[src/rtl/mem_access_pkg.sv]
// Shared encodings for the memory-access stage: aluop codes, exception codes, bus widths.
// Also provides the decode helper used by the lane aligner.
package mem_access_pkg;

    localparam int unsigned DataW    = 32;
    localparam int unsigned AddrW    = 32;
    localparam int unsigned RegAddrW = 5;
    localparam int unsigned AluOpW   = 8;
    localparam int unsigned SelW     = 4;
    localparam int unsigned ExcCodeW = 5;

    localparam logic [AluOpW-1:0] AluOpNop = 8'h00;
    localparam logic [AluOpW-1:0] AluOpAdd = 8'h20;
    localparam logic [AluOpW-1:0] AluOpLb  = 8'hE0;
    localparam logic [AluOpW-1:0] AluOpLh  = 8'hE1;
    localparam logic [AluOpW-1:0] AluOpLw  = 8'hE3;
    localparam logic [AluOpW-1:0] AluOpLbu = 8'hE4;
    localparam logic [AluOpW-1:0] AluOpLhu = 8'hE5;
    localparam logic [AluOpW-1:0] AluOpSb  = 8'hE8;
    localparam logic [AluOpW-1:0] AluOpSh  = 8'hE9;
    localparam logic [AluOpW-1:0] AluOpSw  = 8'hEB;

    localparam logic [ExcCodeW-1:0] ExcAdEL = 5'd4;
    localparam logic [ExcCodeW-1:0] ExcAdES = 5'd5;

    typedef enum logic [1:0] {
        SizeByte,
        SizeHalf,
        SizeWord
    } mem_size_e;

    typedef struct packed {
        logic      is_mem;
        logic      is_load;
        logic      sign_ext;
        mem_size_e size;
    } mem_op_t;

    function automatic mem_op_t decode_op(input logic [AluOpW-1:0] aluop);
        mem_op_t op;
        op = '{is_mem: 1'b0, is_load: 1'b0, sign_ext: 1'b0, size: SizeWord};
        case (aluop)
            AluOpLb:  op = '{is_mem: 1'b1, is_load: 1'b1, sign_ext: 1'b1, size: SizeByte};
            AluOpLbu: op = '{is_mem: 1'b1, is_load: 1'b1, sign_ext: 1'b0, size: SizeByte};
            AluOpLh:  op = '{is_mem: 1'b1, is_load: 1'b1, sign_ext: 1'b1, size: SizeHalf};
            AluOpLhu: op = '{is_mem: 1'b1, is_load: 1'b1, sign_ext: 1'b0, size: SizeHalf};
            AluOpLw:  op = '{is_mem: 1'b1, is_load: 1'b1, sign_ext: 1'b0, size: SizeWord};
            AluOpSb:  op = '{is_mem: 1'b1, is_load: 1'b0, sign_ext: 1'b0, size: SizeByte};
            AluOpSh:  op = '{is_mem: 1'b1, is_load: 1'b0, sign_ext: 1'b0, size: SizeHalf};
            AluOpSw:  op = '{is_mem: 1'b1, is_load: 1'b0, sign_ext: 1'b0, size: SizeWord};
            default:  ;
        endcase
        return op;
    endfunction

endpackage

[src/rtl/mem_access_lane_align.sv]
// mem_lane_align: combinational byte-lane select, store replication and load extension.
// Flags misaligned half/word accesses; the caller decides whether that matters.
module mem_lane_align
    import mem_access_pkg::*;
(
    input  logic [AluOpW-1:0] aluop,
    input  logic [1:0]        offset,
    input  logic [DataW-1:0]  reg2,
    input  logic [DataW-1:0]  rdata,
    output logic              is_mem,
    output logic              is_load,
    output logic              misaligned,
    output logic [SelW-1:0]   sel,
    output logic [DataW-1:0]  wdata,
    output logic [DataW-1:0]  load_data
);

    mem_op_t    op;
    logic [7:0]  rd_byte;
    logic [15:0] rd_half;

    always_comb begin
        op         = decode_op(aluop);
        is_mem     = op.is_mem;
        is_load    = op.is_load;
        sel        = '0;
        wdata      = '0;
        load_data  = '0;
        misaligned = 1'b0;

        case (offset)
            2'd0:    rd_byte = rdata[7:0];
            2'd1:    rd_byte = rdata[15:8];
            2'd2:    rd_byte = rdata[23:16];
            default: rd_byte = rdata[31:24];
        endcase
        // Half lane follows addr[1] only; addr[0] is dropped when misaligned.
        rd_half = offset[1] ? rdata[31:16] : rdata[15:0];

        if (op.is_mem) begin
            case (op.size)
                SizeByte: begin
                    sel       = 4'b0001 << offset;
                    wdata     = {4{reg2[7:0]}};
                    load_data = {{24{op.sign_ext & rd_byte[7]}}, rd_byte};
                end
                SizeHalf: begin
                    sel        = offset[1] ? 4'b1100 : 4'b0011;
                    wdata      = {2{reg2[15:0]}};
                    load_data  = {{16{op.sign_ext & rd_half[15]}}, rd_half};
                    misaligned = offset[0];
                end
                default: begin
                    sel        = 4'b1111;
                    wdata      = reg2;
                    load_data  = rdata;
                    misaligned = |offset;
                end
            endcase
            if (op.is_load) begin
                wdata = '0;
            end
        end
    end

endmodule

[src/rtl/mem_access.sv]
// Memory-access pipeline stage: IDLE/REQ/DONE bus handshake FSM with writeback register.
// Define MEM_ALIGN_CHECK_EN to raise AdEL/AdES on misaligned half/word accesses.
module mem_access
    import mem_access_pkg::*;
(
    input  logic                clk,
    input  logic                rst,

    input  logic [RegAddrW-1:0] mem_wd,
    input  logic                mem_wreg,
    input  logic [DataW-1:0]    mem_wdata,
    input  logic [AluOpW-1:0]   mem_aluop,
    input  logic [AddrW-1:0]    mem_mem_addr,
    input  logic [DataW-1:0]    mem_reg2,
    input  logic [AddrW-1:0]    mem_pc,

    output logic [RegAddrW-1:0] wb_wd,
    output logic                wb_wreg,
    output logic [DataW-1:0]    wb_wdata,

    output logic                dbus_req,
    output logic                dbus_we,
    output logic [AddrW-1:0]    dbus_addr,
    output logic [SelW-1:0]     dbus_sel,
    output logic [DataW-1:0]    dbus_wdata,
    input  logic                dbus_ack,
    input  logic [DataW-1:0]    dbus_rdata,

    output logic                stall_req,

    output logic                exc_valid,
    output logic [ExcCodeW-1:0] exc_code,
    output logic [AddrW-1:0]    exc_badvaddr,
    output logic [AddrW-1:0]    exc_pc
);

    localparam logic [1:0] StIdle = 2'd0;
    localparam logic [1:0] StReq  = 2'd1;
    localparam logic [1:0] StDone = 2'd2;

    logic [1:0]       state_q;
    logic [DataW-1:0] rdata_q;

    logic             is_mem;
    logic             is_load;
    logic             misaligned;
    logic [SelW-1:0]  lane_sel;
    logic [DataW-1:0] lane_wdata;
    logic [DataW-1:0] load_data;
    logic             addr_err;
    logic             start;

    // Pipeline register holds mem_* stable while stalled, so one aligner serves issue and DONE.
    mem_lane_align u_lane (
        .aluop      (mem_aluop),
        .offset     (mem_mem_addr[1:0]),
        .reg2       (mem_reg2),
        .rdata      (rdata_q),
        .is_mem     (is_mem),
        .is_load    (is_load),
        .misaligned (misaligned),
        .sel        (lane_sel),
        .wdata      (lane_wdata),
        .load_data  (load_data)
    );

`ifdef MEM_ALIGN_CHECK_EN
    assign addr_err = is_mem & misaligned;
`else
    logic unused_misaligned;
    assign unused_misaligned = misaligned;
    assign addr_err          = 1'b0;
`endif

    assign start     = (state_q == StIdle) && is_mem && !addr_err;
    assign stall_req = rst && (start || (state_q == StReq));

    always_ff @(posedge clk or negedge rst) begin
        if (!rst) begin
            state_q      <= StIdle;
            rdata_q      <= '0;
            wb_wd        <= '0;
            wb_wreg      <= 1'b0;
            wb_wdata     <= '0;
            dbus_req     <= 1'b0;
            dbus_we      <= 1'b0;
            dbus_addr    <= '0;
            dbus_sel     <= '0;
            dbus_wdata   <= '0;
            exc_valid    <= 1'b0;
            exc_code     <= '0;
            exc_badvaddr <= '0;
            exc_pc       <= '0;
        end else begin
            exc_valid    <= 1'b0;
            exc_code     <= '0;
            exc_badvaddr <= '0;
            exc_pc       <= '0;
            case (state_q)
                StIdle: begin
                    if (addr_err) begin
                        exc_valid    <= 1'b1;
                        exc_code     <= is_load ? ExcAdEL : ExcAdES;
                        exc_badvaddr <= mem_mem_addr;
                        exc_pc       <= mem_pc;
                        wb_wd        <= mem_wd;
                        wb_wreg      <= 1'b0;
                        wb_wdata     <= '0;
                    end else if (start) begin
                        dbus_req   <= 1'b1;
                        dbus_we    <= !is_load;
                        dbus_addr  <= {mem_mem_addr[AddrW-1:2], 2'b00};
                        dbus_sel   <= lane_sel;
                        dbus_wdata <= lane_wdata;
                        state_q    <= StReq;
                    end else begin
                        wb_wd    <= mem_wd;
                        wb_wreg  <= mem_wreg;
                        wb_wdata <= mem_wdata;
                    end
                end
                StReq: begin
                    if (dbus_ack) begin
                        rdata_q  <= dbus_rdata;
                        dbus_req <= 1'b0;
                        state_q  <= StDone;
                    end
                end
                StDone: begin
                    wb_wd    <= mem_wd;
                    wb_wreg  <= is_load && mem_wreg;
                    wb_wdata <= is_load ? load_data : mem_wdata;
                    state_q  <= StIdle;
                end
                default: state_q <= StIdle;
            endcase
        end
    end

endmodule

[config.mk]
export PLATFORM = sky130hd
export DESIGN_NAME = mem_access
export DESIGN_NICKNAME = d
export VERILOG_FILES = /design/src/rtl/mem_access_pkg.sv /design/src/rtl/mem_access_lane_align.sv /design/src/rtl/mem_access.sv
export SDC_FILE = /design/constraint.sdc
export NUM_CORES = 1
export LEC_CHECK = 0
export BUFFER_PORTS_ARGS = -buffer_cell sky130_fd_sc_hd__buf_2
export CAP_MARGIN = 40
export CORE_AREA = 2 2 137 139
export CTS_CLUSTER_DIAMETER = 150
export DETAILED_ROUTE_END_ITERATION = 12
export DIE_AREA = 0 0 139 141
export GPL_ROUTABILITY_DRIVEN = 0
export PLACE_DENSITY = 0.73
export SETUP_SLACK_MARGIN = 0.02
export SLEW_MARGIN = 30
export SYNTH_ARGS = -nofsm -noshare
export SYNTH_HDL_FRONTEND = slang
export SYNTH_SLANG_ARGS = --single-unit
[constraint.sdc]
create_clock -name clk -period 1.9 [get_ports clk]
set_clock_uncertainty 0.15 [all_clocks]
set_input_delay 0.285 -clock clk [delete_from_list [all_inputs] [get_ports clk]]
set_output_delay 0.285 -clock clk [all_outputs]
set_load 0.05 [all_outputs]
==> metrics.txt <==
result of the run=complete, no violations; area share of the leading cell type in the synthesized netlist=roughly half; DR vias/cell=4.864; WHS Path Cells=3; final design area excluding fillers=~11000 um^2; share of layout cells above drive strength 1=35.07%; Routed wire per std cell=16.53 um; CTS tree=yes; Post-Place Cell Area=8579 um^2; number of diodes added for antenna fixing=0; HPWL reported at the end of detailed placement=15100 um; Max Slew Vio Count=0; clock-pin slew on the worst setup and hold paths=~60 ps; Clock Sinks=140; number of global-route vias before repair=approximately 6500; crit path max fanout=8; die extent in y=141 um; number of port buffers=251; most used cells in the layout excluding fill and tap cells=sky130_fd_sc_hd__buf_2, sky130_fd_sc_hd__nand2_1, sky130_fd_sc_hd__dfrtp_1; Final Hold Fails=0; placed cell count=1213; capturing point of the worst reg2reg path=wb_wdata[15]; count of distinct cell types in the synthesized netlist=42; clock root buffer=sky130_fd_sc_hd__clkbuf_16; H-tree level count=4; Num CTS Buffers=17; worst path arrival time=~2000 ps; cell types occupying the most area after synthesis=sky130_fd_sc_hd__dfrtp_1, sky130_fd_sc_hd__nand2_1, sky130_fd_sc_hd__buf_4; initial detailed-routing violation count=285; cell count after synthesis=between 700 and 800; synth-to-layout area growth=50.87%; max-cap violation count=0; post-synthesis sequential element count=140; class of the most critical hold timing path=input pin to register; antenna violations before repair=1; total track usage=22.79%; RSZ-0062 raised after global routing=true; Detailed Routing Iterations Pass 1=5; power consumption=~11000 uW; portion of the clock cycle consumed by the worst path in the final layout=97.93%; terminating pin of the worst hold path=dbus_wdata[30]; power per cell area=1068 nW/um^2; die footprint=19600 um^2; number of buffers between clock root and the deepest sink=2; highest attainable clock frequency=between 500 and 600 MHz; post-synthesis instance area=~7000 um^2; number of fillers in the final layout=1510; width of the chip=139 um; area of the core region=18270 um^2; Worst IR Drop VDD=781.2 uV; Setup CP Type=register to register; number of nets with antenna violations after routing=0; total number of vias=between 6000 and 7000; count of warnings emitted by yosys=0; number of standard cells in the final layout excluding fillers=1369; final routed DRC violation total=0; floorplan row count=50; startpoint of the worst hold path=mem_reg2[30]; Starting Density=38.38%; post-detailed-routing wire length=22630 um; final critical-path required period=~1900 ps; cell type with the largest total area after synthesis=sky130_fd_sc_hd__dfrtp_1; endpoint class of the critical path=register; final setup vio count=0; largest net degree at the start of global routing=~140; aggregate negative setup slack=0 ps; slew at the pin closest to its max-slew limit=753.0 ps; Lkg Pwr=0.005473 uW; worst reg-to-reg path cell count=7; setup slack of the most critical reg-to-reg path=40 ps; worst-case setup slack after placement=-223.1 ps; syn_area_per_cell=just under 10 um^2; Worst-Skew Late Latency=about 420 ps; relative max-transition margin=around half; launching point of the worst reg2reg path=rdata_q[31]; leading cell type in the layout, fill and taps excluded=sky130_fd_sc_hd__buf_2; Net count, final=1300; proportion of synthesized chip area in sequential cells=49.96%; setup slack of the critical path after layout=39.29 ps; Top-Level Pins=356; overflow left after global routing=0; kind of start point of the critical path=register; required time of the critical path=2040 ps; global-route wire length before repair=34940 um
[flip-flops by register name (all words and copies together), names as in the netlist]
name and flops:
dbus_we 1, dbus_wdata 32, dbus_addr 30, rdata_q 32, wb_wd 5, wb_wdata 32, state_q 2, dbus_sel 4
wb_wreg 1, dbus_req 1
[where the power goes]
part           switching (uW)  internal (uW)
sequential                457           3570
clock                    1260           2360
combinational            2570           1070
[how the worst max path moves through the flow]
stage,from,to,slack (ps),cells after the start
6_report,rdata_q[31],wb_wdata[15],40,7
5_1_grt,rdata_q[31],wb_wdata[10],-30,6
4_1_cts,rdata_q[31],wb_wdata[9],-20,6
3_5_place_dp,mem_mem_addr[1],wb_wdata[16],-220,6
3_3_place_gp,mem_aluop[2],wb_wdata[31],-210,6
2_1_floorplan,state_q[0],wb_wdata[19],90,7
[cell usage after synthesis]
cell type                   number
sky130_fd_sc_hd__a211o_1         1
sky130_fd_sc_hd__o21ai_0        51
sky130_fd_sc_hd__a2111oi_2       1
sky130_fd_sc_hd__o2111ai_1       1
sky130_fd_sc_hd__nand2b_4        2
sky130_fd_sc_hd__a2111o_1        1
sky130_fd_sc_hd__a221oi_4        1
sky130_fd_sc_hd__a21oi_1         5
sky130_fd_sc_hd__nand4b_4        1
sky130_fd_sc_hd__a21oi_2         1
sky130_fd_sc_hd__or3_1           1
sky130_fd_sc_hd__dfrtp_1       140
sky130_fd_sc_hd__a22oi_1        23
sky130_fd_sc_hd__mux2i_1        31
sky130_fd_sc_hd__o21ai_1        11
sky130_fd_sc_hd__buf_2          12
sky130_fd_sc_hd__buf_6           5
sky130_fd_sc_hd__a21o_1          2
sky130_fd_sc_hd__o211a_1         1
sky130_fd_sc_hd__buf_1           1
sky130_fd_sc_hd__inv_1           6
sky130_fd_sc_hd__nand2_1       178
sky130_fd_sc_hd__clkbuf_1       18
sky130_fd_sc_hd__o221ai_1       15
sky130_fd_sc_hd__a31oi_1        16
sky130_fd_sc_hd__nand2_2         2
sky130_fd_sc_hd__and4bb_2        1
sky130_fd_sc_hd__clkbuf_2        1
sky130_fd_sc_hd__nor4b_1         2
sky130_fd_sc_hd__nand3_1         2
sky130_fd_sc_hd__nor2_8          1
sky130_fd_sc_hd__buf_4          77
sky130_fd_sc_hd__a211oi_2        1
sky130_fd_sc_hd__conb_1          1
sky130_fd_sc_hd__o21ai_2         1
sky130_fd_sc_hd__nand2b_1        1
sky130_fd_sc_hd__mux4_2          1
sky130_fd_sc_hd__nor2_1         55
sky130_fd_sc_hd__mux2_2         38
sky130_fd_sc_hd__nor2b_1        10
sky130_fd_sc_hd__nor3_1          1
sky130_fd_sc_hd__o21a_1          1
[per-stage QoR]
| step | hold slack (ps) | utilization, % |
|---|---|---|
| 4_1_cts | 3.554 | 57.34 |
| 6_report | 3.543 | 57.91 |
| 3_3_place_gp | 297.2 | 46.92 |
| 5_1_grt | 5.754 | 57.91 |
| 2_1_floorplan | -160.6 | - |
| 3_5_place_dp | 306.3 | 46.97 |
[kinds of logic after synthesis]
group                  count (synthesis)  synth area share (%)
AOI/OAI and AO/OA                    133                 12.44
buffers and inverters                120                 11.31
DFF                                  140                 49.96
muxes                                 70                 10.85
other                                  1               0.05348
and+or+nand+nor                      257                 15.38
[critical path: stages (launching register included)]
cell	delay [ps]
sky130_fd_sc_hd__dfrtp_1	370
sky130_fd_sc_hd__mux4_2	470
sky130_fd_sc_hd__nand2_1	90
sky130_fd_sc_hd__nand2_2	80
sky130_fd_sc_hd__buf_6	160
sky130_fd_sc_hd__o221ai_2	180
sky130_fd_sc_hd__buf_4	150
sky130_fd_sc_hd__a31oi_1	80
[area by class of cell]
cell class	count	area [um^2]	share of cell area, %
clock inverters	11	192.7	1.821
inverters	6	22.52	0.2129
well taps	234	292.8	2.768
multi-input cells	532	3089	29.20
clock buffers	20	446.7	4.222
flip-flops and latches	140	3505	33.13
repair buffers	426	3030	28.65
[metal layers]
metal	vias to the layer above	track usage, %	routed length (um)
li1	3105	-	-
met2	301	40.47	11570
met1	3207	26.63	8817
met4	2	9.197	716
met5	-	0	16
met3	44	5.401	1504
[what timing repair did]
item / CTS / global route
hold buffers: 119 / 0
setup buffers: 4 / 4
endpoints found under the hold margin: 258 / 0
gates resized for setup: 6 / 12
pin swaps: 0 / 3
endpoints found under the setup margin: 22 / 33
Note: power is estimated with default switching activity, not from simulation.
